$ cat src/rtl/riscv_ctrl_pkg.sv
// Shared control-word types and constants for the RV32I pipeline control path.
// The decoder and the pipeline control unit both import this package.
package riscv_ctrl_pkg;

   localparam int REG_AW_DEF = 5;
   localparam int CTRL_W_DEF = 12;

   // Field order matches the decoder's packed control word, MSB first.
   typedef struct packed {
      logic       branch;
      logic       mem_read;
      logic       mem_to_reg;
      logic [2:0] alu_op;
      logic       mem_write;
      logic       alu_src;
      logic       reg_write;
      logic [1:0] auipc_lui;
      logic       jump;
   } ctrl_t;

   localparam ctrl_t CTRL_NOP = '0;

   localparam logic [6:0] OPC_R     = 7'b0110011;
   localparam logic [6:0] OPC_I     = 7'b0010011;
   localparam logic [6:0] OPC_LOAD  = 7'b0000011;
   localparam logic [6:0] OPC_S     = 7'b0100011;
   localparam logic [6:0] OPC_B     = 7'b1100011;
   localparam logic [6:0] OPC_AUIPC = 7'b0010111;
   localparam logic [6:0] OPC_LUI   = 7'b0110111;
   localparam logic [6:0] OPC_JAL   = 7'b1101111;
   localparam logic [6:0] OPC_JALR  = 7'b1100111;

   localparam logic [2:0] ALUOP_ADD    = 3'b000;
   localparam logic [2:0] ALUOP_BRANCH = 3'b001;
   localparam logic [2:0] ALUOP_RTYPE  = 3'b010;
   localparam logic [2:0] ALUOP_ITYPE  = 3'b011;
   localparam logic [2:0] ALUOP_PASS   = 3'b100;

   typedef enum logic [1:0] {
      FWD_RF  = 2'b00,
      FWD_WB  = 2'b01,
      FWD_MEM = 2'b10
   } fwd_sel_t;

   function automatic logic redirects(input ctrl_t c, input logic zero);
      return c.jump | (c.branch & zero);
   endfunction

endpackage

$ cat src/rtl/hazard_forward_unit.sv
// Combinational hazard detection, branch/jump resolution and ALU operand
// forwarding selects, computed from the pipeline stage registers.
module hazard_forward_unit
   import riscv_ctrl_pkg::*;
#(
   parameter int REG_AW = 5
) (
   input  logic              ex_mem_read,
   input  logic              ex_branch,
   input  logic              ex_jump,
   input  logic              ex_zero,
   input  logic              mem_reg_write,
   input  logic              wb_reg_write,
   input  logic [REG_AW-1:0] ex_rd,
   input  logic [REG_AW-1:0] mem_rd,
   input  logic [REG_AW-1:0] wb_rd,
   input  logic [REG_AW-1:0] ex_rs1,
   input  logic [REG_AW-1:0] ex_rs2,
   input  logic              id_valid,
   input  logic [REG_AW-1:0] id_rs1,
   input  logic [REG_AW-1:0] id_rs2,
   output logic              load_use,
   output logic              pc_src,
   output fwd_sel_t          fwd_a,
   output fwd_sel_t          fwd_b
);

   logic [REG_AW-1:0] ex_rs [2];
   fwd_sel_t          fwd_sel [2];
   logic              mem_live;
   logic              wb_live;

   assign ex_rs[0] = ex_rs1;
   assign ex_rs[1] = ex_rs2;

   // x0 is hardwired zero, so a write to it is never a source of fresh data.
   assign mem_live = mem_reg_write & (mem_rd != '0);
   assign wb_live  = wb_reg_write  & (wb_rd  != '0);

   always_comb begin
      load_use = 1'b0;
      if (ex_mem_read && (ex_rd != '0) && id_valid &&
          ((ex_rd == id_rs1) || (ex_rd == id_rs2))) begin
         load_use = 1'b1;
      end
   end

   assign pc_src = ex_jump | (ex_branch & ex_zero);

   generate
      for (genvar gi = 0; gi < 2; gi++) begin : g_fwd
         always_comb begin
            fwd_sel[gi] = FWD_RF;
            if (mem_live && (mem_rd == ex_rs[gi])) begin
               fwd_sel[gi] = FWD_MEM;
            end else if (wb_live && (wb_rd == ex_rs[gi])) begin
               fwd_sel[gi] = FWD_WB;
            end
         end
      end
   endgenerate

   assign fwd_a = fwd_sel[0];
   assign fwd_b = fwd_sel[1];

endmodule

$ cat src/rtl/pipeline_control_unit.sv
// Carries decoder control and rd through ID/EX, EX/MEM and MEM/WB and drives
// stall, flush, PC-select and forwarding controls for the datapath.
module pipeline_control_unit
   import riscv_ctrl_pkg::*;
#(
   parameter int REG_AW = REG_AW_DEF,
   parameter int CTRL_W = CTRL_W_DEF
) (
   input  logic              clk,
   input  logic              rst,
   input  logic [CTRL_W-1:0] id_ctrl,
   input  logic              id_valid,
   input  logic [REG_AW-1:0] id_rs1,
   input  logic [REG_AW-1:0] id_rs2,
   input  logic [REG_AW-1:0] id_rd,
   input  logic              ex_zero,
   output logic [CTRL_W-1:0] ex_ctrl,
   output logic [CTRL_W-1:0] mem_ctrl,
   output logic [CTRL_W-1:0] wb_ctrl,
   output logic [REG_AW-1:0] ex_rd,
   output logic [REG_AW-1:0] mem_rd,
   output logic [REG_AW-1:0] wb_rd,
   output logic              pc_write,
   output logic              ifid_write,
   output logic              ifid_flush,
   output logic              pc_src,
   output logic [1:0]        fwd_a,
   output logic [1:0]        fwd_b
);

   typedef struct packed {
      ctrl_t             ctrl;
      logic [REG_AW-1:0] rd;
      logic [REG_AW-1:0] rs1;
      logic [REG_AW-1:0] rs2;
   } ex_stage_t;

   typedef struct packed {
      ctrl_t             ctrl;
      logic [REG_AW-1:0] rd;
   } late_stage_t;

   ex_stage_t   ex_reg, ex_next;
   late_stage_t mem_reg, wb_reg;

   logic     load_use;
   logic     redirect;
   logic     bubble;
   fwd_sel_t fwd_a_sel, fwd_b_sel;

   hazard_forward_unit #(
      .REG_AW (REG_AW)
   ) u_hazard (
      .ex_mem_read   (ex_reg.ctrl.mem_read),
      .ex_branch     (ex_reg.ctrl.branch),
      .ex_jump       (ex_reg.ctrl.jump),
      .ex_zero       (ex_zero),
      .mem_reg_write (mem_reg.ctrl.reg_write),
      .wb_reg_write  (wb_reg.ctrl.reg_write),
      .ex_rd         (ex_reg.rd),
      .mem_rd        (mem_reg.rd),
      .wb_rd         (wb_reg.rd),
      .ex_rs1        (ex_reg.rs1),
      .ex_rs2        (ex_reg.rs2),
      .id_valid      (id_valid),
      .id_rs1        (id_rs1),
      .id_rs2        (id_rs2),
      .load_use      (load_use),
      .pc_src        (redirect),
      .fwd_a         (fwd_a_sel),
      .fwd_b         (fwd_b_sel)
   );

   // A taken redirect squashes the ID instruction, so it overrides the stall.
   assign bubble = load_use | redirect | ~id_valid;

   always_comb begin
      ex_next = '0;
      if (!bubble) begin
         ex_next.ctrl = ctrl_t'(id_ctrl);
         ex_next.rd   = id_rd;
         ex_next.rs1  = id_rs1;
         ex_next.rs2  = id_rs2;
      end
   end

   always_ff @(posedge clk or posedge rst) begin
      if (rst) begin
         ex_reg  <= '0;
         mem_reg <= '0;
         wb_reg  <= '0;
      end else begin
         ex_reg       <= ex_next;
         mem_reg.ctrl <= ex_reg.ctrl;
         mem_reg.rd   <= ex_reg.rd;
         wb_reg       <= mem_reg;
      end
   end

   assign ex_ctrl    = ex_reg.ctrl;
   assign mem_ctrl   = mem_reg.ctrl;
   assign wb_ctrl    = wb_reg.ctrl;
   assign ex_rd      = ex_reg.rd;
   assign mem_rd     = mem_reg.rd;
   assign wb_rd      = wb_reg.rd;
   assign pc_src     = redirect;
   assign ifid_flush = redirect;
   assign pc_write   = ~(load_use & ~redirect);
   assign ifid_write = ~(load_use & ~redirect);
   assign fwd_a      = fwd_a_sel;
   assign fwd_b      = fwd_b_sel;

endmodule

$ cat config.mk
export PLATFORM = sky130hd
export DESIGN_NAME = pipeline_control_unit
export DESIGN_NICKNAME = d
export VERILOG_FILES = /design/src/rtl/riscv_ctrl_pkg.sv /design/src/rtl/hazard_forward_unit.sv /design/src/rtl/pipeline_control_unit.sv
export SDC_FILE = /design/constraint.sdc
export NUM_CORES = 1
export LEC_CHECK = 0
export ABC_AREA = 1
export CAP_MARGIN = 20
export CORE_MARGIN = 2
export CORE_UTILIZATION = 45
export CTS_BUF_LIST = sky130_fd_sc_hd__clkbuf_8
export CTS_CLUSTER_DIAMETER = 50
export CTS_CLUSTER_SIZE = 40
export DETAILED_ROUTE_END_ITERATION = 10
export PLACE_DENSITY = 0.84
export SLEW_MARGIN = 20
export SYNTH_ARGS = -nofsm -noshare
export SYNTH_HDL_FRONTEND = slang
export SYNTH_SLANG_ARGS = --single-unit
$ cat constraint.sdc
create_clock -name clk -period 2.2 [get_ports clk]
set_clock_uncertainty 0.05 [all_clocks]
set_input_delay 0.44 -clock clk [delete_from_list [all_inputs] [get_ports clk]]
set_output_delay 0.44 -clock clk [all_outputs]
set_load 0.005 [all_outputs]
==> flow_summary.toml, run 1 <==
[pwr]
seqPwrFrac_pct = 47.1
total_leakage_power_nw = 1.80
power.internal_mw = 2.04
p_per_area_nw_per_um2 = 744
combPwrFrac_pct = 14.2
switchingPower_mw = 0.609
irDropWorstVdd_mv = 0.437
p_clk_share_pct = 38.7
switching_share_pct = 23.0

[timing]
max_slew_margin_pct = 78.8
setup_tns_ns = 0
finalSetupViolCount = 0
worst_pin_slew_ns = 0.318
clock.fmax_ghz = 0.475
holdWs_ns = 0.322
drv_slew = 0
rsz0062_at_grt = "no"
finalHoldViolations = 0
finalCritPeriodShare_pct = 95.6
period_minus_slack_ns = 2.10

[finish]
post-route-util_pct = 69.3
syn_to_final_growth_pct = 48.6
finalNetCount = 351
stdcell_count = 395
layout_commonest_cell = "clkdlybuf4s50_1"
stdcell_area_um2 = 3560
drive_above_1_share_pct = 15.7
most-common-layout-cells = "81 x clkdlybuf4s50_1, 55 x dfrtp_1, 40 x inv_1"
diodes = 0

[yosys]
ys_ff_latch = 61
syn_nets = 259
synth-seq-area-share_pct = 63.6
syn_inst = 228
yosysWarnings = 0
synth.distinct_cells = 16
avgSynthCellArea_um2 = 10.5
netlist_area_um2 = 2400

[worst_setup_path]
cp_num_buf_inv = 3
reg2reg_depth = 10
crit_type = "in2out"
arrival_ns = 1.61
cpPeakStageDelay_ns = 0.49
cp_cell_sequence = "clkdlybuf4s50_1, inv_1, nand2_1, nand2_1, nor2_1, nand3_1, nand2_2, nand3_1, buf_2"
cp_data_required_time_ns = 1.71
path_max_fanout = 2
cpMaxStageDelayCell = "clkdlybuf4s50_1"
worstSetupEndpointType = "primary output"
cp_top_family = "buffers and inverters"
r2r_setup_slack_ns = 0.55
rr_startpoint = "ex_rd[2]"
rr_endpoint = "ex_ctrl[1]"
start_kind = "input pin"

[route]
drt_wl_total_mm = 5.01
routed_via_density = 4.29
wl_per_cell_um = 12.7
initialDrtViolationCount = 114
first_pass_iters = 4
vias = 1694
drc_errors = 0
ant_nets = 0

[placement]
gp_congestion = 0.850
placed_area_um2 = 3270
post-dp-hpwl_mm = 3.58
dpl.cell_count = 372
port_buffers = 89

[grt]
grt_overflow = 0
grt_pass1_wl_mm = 8.09
grt_max_degree = 62
grt_pass1_vias = 1705
antenna_found_initial = 0
track_usage_pct = 18.1

[clock_tree]
max-clock-path-buffers = 2
path_clk_slew_ns = 0.06
cts_made_buffers = 9
cts_htree_levels = 3
tritoncts = "built"
hold_buffers = 0
clk_latency_ns = 0.32
cts_sinks = 61
cts_root_buffer = "clkbuf_8"

[hold_path]
hold_class = "reg2reg"
hp-start = "mem_ctrl[7]"
holdPathStages = 0
worst_hold_path.endpoint = "wb_ctrl[7]"

[floorplanning]
dieHeight_um = 77.0
rows = 26
die_area_um2 = 5930
start_util_pct = 46.7
die_width_um = 77.0
io_pins = 90
coreArea_um2 = 5140

[run]
drv_cap = 0

[run_status]
outcome = "completed"
## cells by family (layout without fill, tap and decap cells)
kind of cell	count (synthesis)	in the layout	share of synthesized area [%]
AND/OR/NAND/NOR	81	81	14.2
XOR/XNOR	22	22	8.03
AO/OA/AOI/OAI	3	3	0.626
buffers and inverters	61	158	13.5
flip-flops	61	61	63.6
## stage by stage
stage	setup slack (ns)	power (mW)
after detailed placement	-0.304	1.62
after floorplan	0.197	1.43
final	0.0959	2.65
after CTS	-0.00941	2.67
after global placement	-0.298	1.61
after global routing	0.000716	2.77
## worst register-to-register path: stages (launching register included)
cell and delay [ns]:
dfrtp_1 0.46, inv_1 0.10, nand2_1 0.07, nand2_1 0.05
nor2_1 0.10, nand3_1 0.10, nand2_2 0.10, buf_4 0.11
nand2_2 0.05, nand2_4 0.25, nor2_1 0.09
## layout make-up
| class | count | area [um^2] |
|---|---|---|
| fill | 430 | 1580 |
| multi-input combinational | 106 | 593 |
| tap | 70 | 87.6 |
| sequential | 61 | 1530 |
| clock buffer | 9 | 124 |
| inverter | 38 | 143 |
| clock inverter | 7 | 83.8 |
| timing repair buffer | 104 | 998 |
## layer usage
metal | vias up | GRT usage [%] | part of all wire [%]
li1 | 841 | - | -
met1 | 784 | 20.3 | 40
met2 | 59 | 30.7 | 53
met3 | 10 | 6.12 | 5.3
met4 | 0 | 9.11 | 2.1
met5 | - | 0 | 0
## cell usage after synthesis
library cell | count | area share [%]
dfrtp_1 | 61 | 64
inv_1 | 38 | 5.9
nor2_1 | 38 | 5.9
nand2_1 | 25 | 3.9
buf_4 | 21 | 6.6
xnor2_1 | 14 | 5.1
xor2_1 | 8 | 2.9
nand3_1 | 5 | 1.0
nor3_1 | 5 | 1.0
nand4_1 | 4 | 1.0
buf_6 | 2 | 0.94
nor2_2 | 2 | 0.52
o21ai_0 | 2 | 0.42
a21oi_1 | 1 | 0.21
nand2_2 | 1 | 0.26
nand2_4 | 1 | 0.47
## worst max-delay path by stage
stage	start	to	slack, ns	cells past startpoint
6_report	id_rs2[2]	ifid_write	0.1	9
5_1_grt	mem_rd[3]	fwd_a[0]	0.0007	5
3_3_place_gp	id_rs2[1]	pc_write	-0.30	9
4_1_cts	id_rs1[1]	pc_write	-0.009	9
2_1_floorplan	rst	ex_ctrl[0]	0.20	1
3_5_place_dp	id_rs2[1]	pc_write	-0.30	9
## power groups by stage
| stage | Combinational, mW | Sequential (mW) | Clock (mW) |
|---|---|---|---|
| 6_report | 0.376 | 1.25 | 1.03 |
| 5_1_grt | 0.412 | 1.26 | 1.10 |
| 3_3_place_gp | 0.349 | 1.26 | 0 |
| 3_5_place_dp | 0.356 | 1.27 | 0 |
| 4_1_cts | 0.367 | 1.25 | 1.05 |
| 2_1_floorplan | 0.167 | 1.26 | 0 |
## timing repair
item / in CTS / in global routing
hold endpoints to repair: 0 / 0
pin swaps: 6 / 9
endpoints found under the setup margin: 6 / 4
setup buffers: 3 / 4
gates resized for setup: 22 / 10
No activity file was read; power rests on OpenSTA's default activity.
==> run 2: changes to the inputs <==
--- a/config.mk
+++ b/config.mk
@@ -7,7 +7,7 @@
 export LEC_CHECK = 0
 export ABC_AREA = 1
 export CAP_MARGIN = 20
-export CORE_MARGIN = 2
+export CORE_MARGIN = 5
 export CORE_UTILIZATION = 45
 export CTS_BUF_LIST = sky130_fd_sc_hd__clkbuf_8
 export CTS_CLUSTER_DIAMETER = 50
==> flow_summary.toml, run 2 (same netlist as run 1, synthesis figures left out) <==
[placement]
gp_congestion = 0.886
placed_area_um2 = 3270
dpl.cell_count = 372
port_buffers = 89
post-dp-hpwl_mm = 3.84

[finish]
stdcell_area_um2 = 3560
most-common-layout-cells = "77 x clkdlybuf4s50_1, 57 x dfrtp_1, 39 x inv_1"
diodes = 0
finalNetCount = 350
syn_to_final_growth_pct = 48.4
drive_above_1_share_pct = 15.7
fillCellCount = 427
stdcell_count = 394
layout_commonest_cell = "clkdlybuf4s50_1"

[route]
vias = 1707
drt_wl_total_mm = 5.23
initialDrtViolationCount = 54
first_pass_iters = 4
wl_per_cell_um = 13.3
routed_via_density = 4.33
ant_nets = 0
drc_errors = 0

[worst_setup_path]
worstSetupEndpointType = "primary output"
cp_data_required_time_ns = 1.71
arrival_ns = 1.63
cpMaxStageDelayCell = "clkdlybuf4s50_1"
cp_num_buf_inv = 3
start_kind = "input pin"
path_max_fanout = 3
cpMostUsedCell = "clkdlybuf4s50_1"
cpPeakStageDelay_ns = 0.46
cp_top_family = "buffers and inverters"
cp_cell_sequence = "clkdlybuf4s50_1, a21oi_1, inv_1, clkdlybuf4s50_1"
crit_type = "in2out"

[run_status]
outcome = "completed"

[grt]
track_usage_pct = 16.0
grt_pass1_vias = 1785
antenna_found_initial = 0
grt_overflow = 0
grt_max_degree = 62
grt_pass1_wl_mm = 8.69

[run]
drv_cap = 0

[timing]
finalHoldViolations = 0
finalSetupViolCount = 0
max_slew_margin_pct = 79.1
rsz0062_at_grt = "no"
drv_slew = 0
holdWs_ns = 0.323
clock.fmax_ghz = 0.472
worst_pin_slew_ns = 0.313
period_minus_slack_ns = 2.12
finalCritPeriodShare_pct = 96.4

[pwr]
p_per_area_nw_per_um2 = 742
irDropWorstVdd_mv = 0.563
total_leakage_power_nw = 1.82
p_total_mw = 2.64

[floorplanning]
rows = 26
die_width_um = 83.0
io_pins = 90
die_area_um2 = 6890
coreArea_um2 = 5140
start_util_pct = 46.7
dieHeight_um = 83.0

[clock_tree]
clk_latency_ns = 0.32
cts_root_buffer = "clkbuf_8"
tritoncts = "built"
cts_htree_levels = 3
max-clock-path-buffers = 2
hold_buffers = 0
cts_sinks = 61
cts_made_buffers = 9
path_clk_slew_ns = 0.07

[hold_path]
hold_class = "reg2reg"
run 2: area by class of cell:
class,count,area (um^2),area share [%]
timing repair buffer,103,1000,28.1
clock buffer,9,124,3.48
multi-input combinational,106,591,16.6
sequential,61,1530,43.0
inverter,38,143,4.01
tap,70,87.6,2.46
clock inverter,7,83.8,2.36
run 2: what timing repair did:
item / 4_1_cts / 5_1_grt
buffers inserted: 4 / 2
resized for setup: 23 / 16
setup endpoints to repair: 6 / 4
pin swaps: 5 / 8
hold endpoints to repair: 0 / 0
run 2: worst paths after layout:
kind / to / start / cells past startpoint / slack [ns]
setup / recovery: pc_src / ex_zero / 4 / 0.08
hold / removal: wb_ctrl[10] / mem_ctrl[10] / 0 / 0.32
setup reg to reg: ex_reg[1] / ex_rd[1] / 10 / 0.56
hold reg to reg: wb_ctrl[10] / mem_ctrl[10] / 0 / 0.32
max in group asynchronous: mem_rd[2] / rst / 3 / 1.38
min in group asynchronous: wb_ctrl[1] / rst / 3 / 0.45
run 2: through the flow:
step,setup TNS (ns),utilization (%),setup WS [ns]
finish,0,69.3,0.0791
global placement,-0.515,63.6,-0.258
global route,0,69.3,0.0117
CTS,-0.00166,68.5,-0.00166
floorplan,0,-,0.197
detailed placement,-0.587,63.6,-0.303
run 2: routing by layer:
layer  global-route usage, %  up-vias  share of wire [%]
met5                       0        -                  0
met1                    16.9      811                 38
met2                    28.8       57                 55
met4                    5.79        0               0.84
met3                    6.24        4                6.5
li1                        -      835                  -
run 2: power by group:
part	total, mW	switching, mW	leakage [nW]	internal (mW)
Sequential	1.25	0.0577	0.799	1.19
Clock	1.02	0.398	0.113	0.623
Combinational	0.372	0.148	0.910	0.224
